===== src/rtl/venus_pkg.sv =====
// Shared constants for the decode stage: opcode values, instruction field
// positions and register-index width.
package venus_pkg;

    localparam int REG_W    = 5;
    localparam int NUM_REGS = 32;
    localparam int OP_W     = 6;
    localparam int IMM_W    = 16;

    localparam int OP_LSB  = 26;
    localparam int RD_LSB  = 21;
    localparam int RS_LSB  = 16;
    localparam int RT_LSB  = 11;
    localparam int IMM_LSB = 0;

    typedef logic [OP_W-1:0] opcode_t;

    localparam opcode_t OP_NOP  = 6'd0;
    localparam opcode_t OP_ADD  = 6'd1;
    localparam opcode_t OP_SUB  = 6'd2;
    localparam opcode_t OP_AND  = 6'd3;
    localparam opcode_t OP_OR   = 6'd4;
    localparam opcode_t OP_ADDI = 6'd5;
    localparam opcode_t OP_LD   = 6'd6;
    localparam opcode_t OP_ST   = 6'd7;
    localparam opcode_t OP_JMP  = 6'd8;
    localparam opcode_t OP_BEZ  = 6'd9;

    // Ops that produce a register result (ADD..LD).
    function automatic logic writes_rd(input opcode_t op);
        return (op >= OP_ADD) && (op <= OP_LD);
    endfunction

endpackage


===== src/rtl/regfile.sv =====
// 32 x WORD register file: three combinational read ports, one write port.
// A read of the register being written this cycle returns the incoming data.
module regfile
    import venus_pkg::*;
#(
    parameter int WORD = 32
) (
    input  logic             clk,
    input  logic             rst,
    input  logic [REG_W-1:0] rs_addr,
    input  logic [REG_W-1:0] rt_addr,
    input  logic [REG_W-1:0] rd_addr,
    output logic [WORD-1:0]  rs_data,
    output logic [WORD-1:0]  rt_data,
    output logic [WORD-1:0]  rd_data,
    input  logic             wb_en,
    input  logic [REG_W-1:0] wb_addr,
    input  logic [WORD-1:0]  wb_data
);

    logic [WORD-1:0] regs [NUM_REGS];

    assign rs_data = (rs_addr == '0) ? '0 : (wb_en && wb_addr == rs_addr) ? wb_data : regs[rs_addr];
    assign rt_data = (rt_addr == '0) ? '0 : (wb_en && wb_addr == rt_addr) ? wb_data : regs[rt_addr];
    assign rd_data = (rd_addr == '0) ? '0 : (wb_en && wb_addr == rd_addr) ? wb_data : regs[rd_addr];

    always_ff @(posedge clk or posedge rst) begin
        if (rst) begin
            for (int i = 0; i < NUM_REGS; i++) begin
                regs[i] <= '0;
            end
        end else if (wb_en && wb_addr != '0) begin
            regs[wb_addr] <= wb_data;
        end
    end

endmodule


===== src/rtl/idecode.sv =====
// Instruction decode stage: register read, load-use / branch-operand hazard
// stall, jump/branch resolution and one registered micro-op per cycle.
module idecode
    import venus_pkg::*;
#(
    parameter int ADDR = 16,
    parameter int WORD = 32
) (
    input  logic             clk,
    input  logic             rst,
    input  logic [WORD-1:0]  inst_i,
    input  logic             wb_en_i,
    input  logic [REG_W-1:0] wb_addr_i,
    input  logic [WORD-1:0]  wb_data_i,
    output logic             stall_o,
    output logic             branch_o,
    output logic [ADDR-1:0]  branch_addr_o,
    output logic             valid_o,
    output logic [OP_W-1:0]  op_o,
    output logic [REG_W-1:0] rd_o,
    output logic [WORD-1:0]  a_o,
    output logic [WORD-1:0]  b_o,
    output logic [WORD-1:0]  imm_o,
    output logic             illegal_o
);

    logic [WORD-1:0]  hold_q;
    logic             hold_vld;
    logic             squash;
    logic             prev_vld;
    opcode_t          prev_op;
    logic [REG_W-1:0] prev_rd;

    logic [WORD-1:0]  inst;
    opcode_t          op;
    logic [REG_W-1:0] rd, rs, rt;
    logic [WORD-1:0]  rs_data, rt_data, rd_data;
    logic [WORD-1:0]  imm_ext;

    logic reads_rs, reads_rt, reads_rd, legal;
    logic hazard, take_branch, issue, illegal;
    logic [WORD-1:0] a_next, b_next;

    // After a stall the captured word is decoded; fetch's replay is ignored.
    assign inst    = hold_vld ? hold_q : inst_i;
    assign op      = inst[OP_LSB +: OP_W];
    assign rd      = inst[RD_LSB +: REG_W];
    assign rs      = inst[RS_LSB +: REG_W];
    assign rt      = inst[RT_LSB +: REG_W];
    assign imm_ext = {{(WORD-IMM_W){inst[IMM_LSB+IMM_W-1]}}, inst[IMM_LSB +: IMM_W]};

    regfile #(.WORD(WORD)) u_regfile (
        .clk     (clk),
        .rst     (rst),
        .rs_addr (rs),
        .rt_addr (rt),
        .rd_addr (rd),
        .rs_data (rs_data),
        .rt_data (rt_data),
        .rd_data (rd_data),
        .wb_en   (wb_en_i),
        .wb_addr (wb_addr_i),
        .wb_data (wb_data_i)
    );

    always_comb begin
        reads_rs = 1'b0;
        reads_rt = 1'b0;
        reads_rd = 1'b0;
        legal    = 1'b1;
        case (op)
            OP_NOP, OP_JMP: begin end
            OP_ADD, OP_SUB, OP_AND, OP_OR: begin
                reads_rs = 1'b1;
                reads_rt = 1'b1;
            end
            OP_ADDI, OP_LD, OP_BEZ: reads_rs = 1'b1;
            OP_ST: begin
                reads_rs = 1'b1;
                reads_rd = 1'b1;
            end
            default: legal = 1'b0;
        endcase

        hazard = 1'b0;
        if (!squash && !hold_vld && prev_vld && prev_rd != '0) begin
            if (prev_op == OP_LD && ((reads_rs && rs == prev_rd) ||
                                     (reads_rt && rt == prev_rd) ||
                                     (reads_rd && rd == prev_rd))) begin
                hazard = 1'b1;
            end
            if (op == OP_BEZ && writes_rd(prev_op) && rs == prev_rd) begin
                hazard = 1'b1;
            end
        end

        // Stall wins over branch; the branch resolves in the replay cycle.
        take_branch = !squash && !hazard &&
                      (op == OP_JMP || (op == OP_BEZ && rs_data == '0));

        issue   = !squash && !hazard && legal && op != OP_JMP && op != OP_BEZ;
        illegal = !squash && !legal;

        a_next = reads_rs ? rs_data : '0;
        b_next = reads_rt ? rt_data : (reads_rd ? rd_data : '0);
    end

    assign stall_o       = hazard;
    assign branch_o      = take_branch;
    assign branch_addr_o = take_branch ? inst[ADDR-1:0] : '0;

    always_ff @(posedge clk or posedge rst) begin
        if (rst) begin
            hold_q    <= '0;
            hold_vld  <= 1'b0;
            squash    <= 1'b0;
            prev_vld  <= 1'b0;
            prev_op   <= OP_NOP;
            prev_rd   <= '0;
            valid_o   <= 1'b0;
            op_o      <= '0;
            rd_o      <= '0;
            a_o       <= '0;
            b_o       <= '0;
            imm_o     <= '0;
            illegal_o <= 1'b0;
        end else begin
            hold_vld <= hazard;
            if (hazard) begin
                hold_q <= inst_i;
            end
            squash    <= take_branch;
            prev_vld  <= issue;
            prev_op   <= op;
            prev_rd   <= rd;
            valid_o   <= issue;
            illegal_o <= illegal;
            op_o      <= issue ? op : '0;
            rd_o      <= issue ? rd : '0;
            a_o       <= issue ? a_next : '0;
            b_o       <= issue ? b_next : '0;
            imm_o     <= issue ? imm_ext : '0;
        end
    end

endmodule


===== config.mk =====
export PLATFORM = sky130hd
export DESIGN_NAME = idecode
export DESIGN_NICKNAME = d
export VERILOG_FILES = /design/src/rtl/venus_pkg.sv /design/src/rtl/regfile.sv /design/src/rtl/idecode.sv
export SDC_FILE = /design/constraint.sdc
export NUM_CORES = 2
export LEC_CHECK = 0
export CAP_MARGIN = 20
export CORE_ASPECT_RATIO = 1.1
export CORE_UTILIZATION = 41
export CTS_CLUSTER_DIAMETER = 40
export CTS_CLUSTER_SIZE = 30
export DETAILED_ROUTE_END_ITERATION = 12
export GPL_TIMING_DRIVEN = 1
export PLACE_DENSITY_LB_ADDON = 0.2
export SYNTH_ARGS = -nofsm -noshare
export SYNTH_HDL_FRONTEND = slang
export SYNTH_SLANG_ARGS = --single-unit
export TNS_END_PERCENT = 1

===== constraint.sdc =====
create_clock -name clk -period 37 [get_ports clk]
set_input_delay 7.4 -clock clk [delete_from_list [all_inputs] [get_ports clk]]
set_output_delay 7.4 -clock clk [all_outputs]
set_load 0.01 [all_outputs]

Word level (Yosys, flattened, before mapping)

Cells that the tools add are included.

Register bits after elaboration: 1,178
Output and inout port bits: 127

$lt $le $gt $ge: 7
Equal/unequal tests: 18
Muxes and demuxes: 35
Bitwise operators: 4
Reduce and logical (&&, ||, !) cells: 39

Operator list:

| cell                                                                  | count |
|---|---|
| 1024-bit bitwise mux                                                  | 1 |
| 32-bit 2-to-1 mux                                                     | 20 |
| 32-bit binary-select mux with 5-bit select                            | 3 |
| 32-bit demux with 5-bit select                                        | 1 |
| 32-bit logical NOT                                                    | 1 |
| 5-bit equality test                                                   | 6 |
| 6-bit by 3-bit equality test with 1-bit output, second input constant | 5 |
| 6-bit >= comparator, second input constant                            | 4 |
| 5-bit inverter with 6-bit output                                      | 4 |
| 1-bit logical AND                                                     | 22 |
| 16-bit 2-to-1 mux                                                     | 1 |
| 5-bit logical NOT                                                     | 3 |
| 6-bit by 2-bit equality test with 1-bit output, second input constant | 2 |
| 6-bit by 4-bit equality test with 1-bit output, second input constant | 2 |
| 6-bit by 4-bit != test with 1-bit output, second input constant       | 2 |
| 5-bit nonzero test                                                    | 2 |
| 10-bit OR reduction                                                   | 1 |
| 8-bit OR reduction                                                    | 1 |
| 1-bit 2-to-1 mux                                                      | 7 |
| 6-bit by 1-bit equality test with 1-bit output, second input constant | 1 |
| 6-bit by 1-bit >= comparator with 1-bit output, second input constant | 1 |
| 6-bit by 3-bit <= comparator with 1-bit output, second input constant | 1 |
| 6-bit logical NOT                                                     | 1 |
| 6-bit by 1-bit < comparator with 1-bit output, second input constant  | 1 |
| 5 further kinds                                                       | 10 |

Longest topological paths before layout

Depth after elaboration: 17
Mapped depth: 17
Depth with buffers taken out: 11

By module

From an unflattened synthesis, not the netlist that was laid out.

Cells, all modules: 5,186
Area, all modules: 70,146.0 um^2

Modules (own cells, without submodules):

| module  | instances | cells each | area an instance (um^2) | sequential area each (um^2) |
|---|---|---|---|---|
| regfile | 1         | 4,642      | 64,052.7                | 25,624.6 |
| idecode | 1         | 544        | 6,093.3                 | 3,453.3 |

Worst setup path after synthesis

OpenSTA, ideal clock, no wires.

Path kind: input -> output
Start: input port inst_i[16]
End: output port branch_addr_o[10]
Arrival: 10.254 ns
Data required time: 29.600 ns
Slack: 19.346 ns
Cell stages on the path: 12
Cell sequence: buf_2 -> mux2i_2 -> buf_2 -> mux4_2 -> o22ai_1 -> nor3_1 -> o31ai_1 -> nand3_1 -> nor4_4 -> nand3_2 -> buf_6 -> a21oi_2

Longest elaborated chain between the ends: 13
Elaborated cells between the ends (all ways): 26
Those cells by class: eq/ne: 2; mux: 10; bitwise: 1; reduce/logical: 13

Ends and longest elaborated chain:

| what                                                                                                | RTL line       | text |
|---|---|---|
| start, declared                                                                                     | idecode.sv:11  | `input logic [WORD-1:0] inst_i,` |
| 32-bit 2-to-1 mux (*)                                                                               | idecode.sv:45  | `assign inst = hold_vld ? hold_q : inst_i;` |
| parallel branches: the longest is 10 deep, another holds 32-bit binary-select mux with 5-bit select | --             |  |
| 1-bit logical AND (*)                                                                               | idecode.sv:98  | `take_branch = !squash && !hazard &&` |
| 16-bit 2-to-1 mux (*)                                                                               | idecode.sv:110 | `assign branch_addr_o = take_branch ? inst[ADDR-1:0] : '0;` |
| end, declared                                                                                       | idecode.sv:17  | `output logic [ADDR-1:0] branch_addr_o,` |

Mark *: on every way between the ends. The select of a mux whose other input is x is not followed.

Worst setup path after layout

Start: input port inst_i[16]
End: output port branch_o

Longest elaborated chain between the ends: 12
Elaborated cells between the ends (all ways): 25
Those cells by class: eq/ne: 2; mux: 9; bitwise: 1; reduce/logical: 13

Ends and longest elaborated chain:

| what                                                                                                | RTL line      | text |
|---|---|---|
| 32-bit 2-to-1 mux (*)                                                                               | idecode.sv:45 |  |
| parallel branches: the longest is 10 deep, another holds 32-bit binary-select mux with 5-bit select | --            |  |
| 1-bit logical AND (*)                                                                               | idecode.sv:98 |  |
| end, declared                                                                                       | idecode.sv:16 | `output logic branch_o,` |

Marks and branches as above.

==> metrics.cfg <==
[setup_path]
cpPeakStageDelay_ns = 0.87
cp_num_buf_inv = 5
cp-start-kind = input port
cp_data_arrival_time_ns = 14.55
critPathCaptureType = primary output
crit_slowest_cell = buf_4
crit_path_max_fanout = 63
crit_type = in -> out
crit_path_cell_trace = clkdlybuf4s50_1 -> nor3_1 -> or2_4 -> buf_4 -> buf_4 -> buf_4 -> a221o_1 -> o22ai_1 -> nor4_1 -> a221oi_1 -> o21ai_0 -> a211oi_2 -> nand3_2 -> nand2_1 -> clkdlybuf4s50_1
critPathMostFrequentCell = buf_4
crit_family = buffers and inverters
cp.required_ns = 29.60

[route]
viasPerCell = 6.83
drc_errors = 0
wirelength_um = 336000
vias = 73000
wl_per_cell_um = 31.5
ant_nets = 0
drtIter0Drc = 11700
firstDrtPassIters = 9

[synthesis]
synth_flop_cell = dfrtp_1
yosys_warnings = 0
synth.area.top_cells = dfrtp_1 (40%), mux2_2 (15%), nand2_1 (11%)
ys_seq_area_share_pct = 39.9
syn-cell-area_mm2 = 0.0729
netlist-cell-type-count = 79
async_reset_ff_share_pct = 100
synth_commonest_cells = nand2_1 (2233), dfrtp_1 (1162), mux2_2 (999), nand3_1 (877), clkbuf_1 (644)
synth_edf_count = 0
yosysTopAreaCellShare_pct = 39.9
postSynthCellCount = 8467
avgSynthCellArea_um2 = 8.61
ys_ff_latch = 1162
yosysMostFrequentCell = nand2_1
synth_top_area_cell = dfrtp_1

[placement]
buffer_ports.inserted = 198
post-dp-hpwl_um = 177000
place.gp.congestion = 0.908

[global_route]
top_usage_layer = met2
antenna_found_initial = 19
met1_usage_pct = 46.9
grt_pass1_vias = 68000
track_usage_pct = 36.4
grt_max_degree = 173
grtUsageMet2_pct = 51.9
met3_usage_pct = 12.0
grt_first_pass_wirelength_um = 484000
overflow = 0

[min_path]
hold_class = reg -> reg

[clock_tree]
cts_resized = 0
ctsHoldBuffers = 0
cts_tree = built
clkTransAtPathRegs_ns = 0.06
htree_levels = 4
cts_buffers = 181
clock_path_buffers = 3
root_buffer = clkbuf_16
cts.sinks = 1162
clock_latency_ns = 0.84
cts_setup_buffers = 0

[die]
rows = 161
die_h_um = 444
start_util_pct = 41.4
fp.coreArea_mm2 = 0.176
die_x_um = 404
die-area_mm2 = 0.179
io_pins = 199

[timing]
hold_viol = 0
holdWs_ns = 0.425
rsz0062_at_grt = no
maxSlewHeadroom_pct = 16.5
period_minus_slack_ns = 21.95
drv_slew = 0
clock_skew_ns = 0.0358
fin_tns_setup_ns = 0
finalSetupViolations = 0
post-route-period-util_pct = 59.3
fmax_ghz = 0.0456
tightest_slew_ns = 1.25

[pwr]
leakagePower_nw = 34.6
power.density_mw_per_mm2 = 52.2
vdd_drop_max_mv = 0.0463

[cells_and_area]
final_nets = 8221
synthToLayoutAreaGrowth_pct = 13.5
final_layout_size_suffix_gt1_share_pct = 19.8

[run_status]
run_status = finished clean

[run]
cap_violations = 0

==> cell type report <==
| type | count | area, um^2 |
|---|---|---|
| antenna | 5 | 12.5 |
| clock buffer | 216 | 4990 |
| clock inverter | 125 | 1320 |
| fill | 16600 | 93100 |
| inverter | 18 | 105 |
| multi-input combinational | 6389 | 40700 |
| sequential | 1162 | 29100 |
| tap | 2363 | 2960 |
| timing repair buffer | 397 | 3590 |
==> state kept, by name, indices dropped and copies added (netlist names) <==
register	cells
u_regfile.regs	1024
a_o	32
b_o	32
hold_q	32
imm_o	16
op_o	6
prev_op	6
prev_rd	5
rd_o	5
hold_vld	1
illegal_o	1
prev_vld	1
squash	1
==> worst paths after layout <==
path / startpoint / to / slack [ns] / cells past startpoint
max: inst_i[16] / branch_o / 15.05 / 15
min: u_regfile.regs[1014]$_DFFE_PP0P_ / u_regfile.regs[1014]$_DFFE_PP0P_ / 0.42 / 0
max reg2reg: hold_vld$_DFF_PP0_ / squash$_DFF_PP0_ / 29.73 / 14
min reg2reg: u_regfile.regs[1014]$_DFFE_PP0P_ / u_regfile.regs[1014]$_DFFE_PP0P_ / 0.42 / 0
max in group asynchronous: rst / u_regfile.regs[148]$_DFFE_PP0P_ / 24.55 / 8
min in group asynchronous: rst / u_regfile.regs[421]$_DFFE_PP0P_ / 7.11 / 2
==> worst register-to-register path, delay by kind of cell (launching register included) <==
family          cells  cell delay, ns
simple gates        6            2.52
buf+inv             4            2.14
compound gates      2            1.15
flops               1            0.71
mux                 1            0.58
xor+xnor            1            0.09
==> routing by layer <==
metal,vias to the layer above,part of all wire (%)
met2,5805,41
met3,1541,14
met4,22,7.6
met5,-,0.047
li1,29800,-
met1,35800,37
==> logic make-up (layout without fill, tap and decap cells) <==
family / count (synthesis) / count (layout) / synth area share, %
AND/OR/NAND/NOR: 3664 / 3664 / 21.5
AO/OA/AOI/OAI: 1488 / 1488 / 14.8
multiplexers: 1203 / 1203 / 18.4
flip-flops: 1162 / 1162 / 39.9
buffers and inverters: 918 / 756 / 5.06
XOR/XNOR: 31 / 31 / 0.373
other: 1 / 8 / 0.00514
==> per-stage QoR <==
step | instances | cell area [um^2] | power, mW | util, % | worst slack (ns)
floorplan | 8469 | 72900 | 2.25 | - | 13.56
global placement | 10300 | 76400 | 2.50 | 43.5 | 15.65
detailed placement | 10300 | 76400 | 2.53 | 43.5 | 15.42
CTS | 10700 | 82700 | 4.29 | 47.0 | 15.43
global route | 10700 | 82800 | 4.48 | 47.1 | 15.02
finish | 10700 | 82800 | 4.32 | 47.1 | 15.05
==> power by group <==
group / total [mW] / internal (mW) / switching [mW]
logic: 0.807 / 0.351 / 0.456
registers: 1.74 / 1.49 / 0.252
clock network: 1.77 / 1.05 / 0.718
==> placed cells by master, fill, tap and decap left out, types with 14 or more instances in the layout <==
cell / count
buf_4: 189
o21ai_0: 189
mux2i_1: 180
clkbuf_16: 187
and3_1: 131
o31ai_1: 14
a221o_1: 179
a211oi_1: 49
nand2_4: 15
nor2_4: 20
nor2_1: 227
nand2_1: 2217
o221ai_1: 14
o22ai_1: 81
dfrtp_1: 1160
nor3_1: 35
clkdlybuf4s50_1: 197
a311oi_1: 167
a31oi_1: 79
clkinv_4: 18
a21oi_1: 269
mux2_2: 995
o41ai_1: 19
nand3_1: 873
xnor2_1: 28
inv_8: 25
o211ai_1: 212
nand4_1: 76
inv_6: 36
clkinvlp_4: 20
clkinv_2: 16
a221oi_1: 112
o21a_1: 33
clkbuf_8: 20
Power figures use the tool's default switching activity.
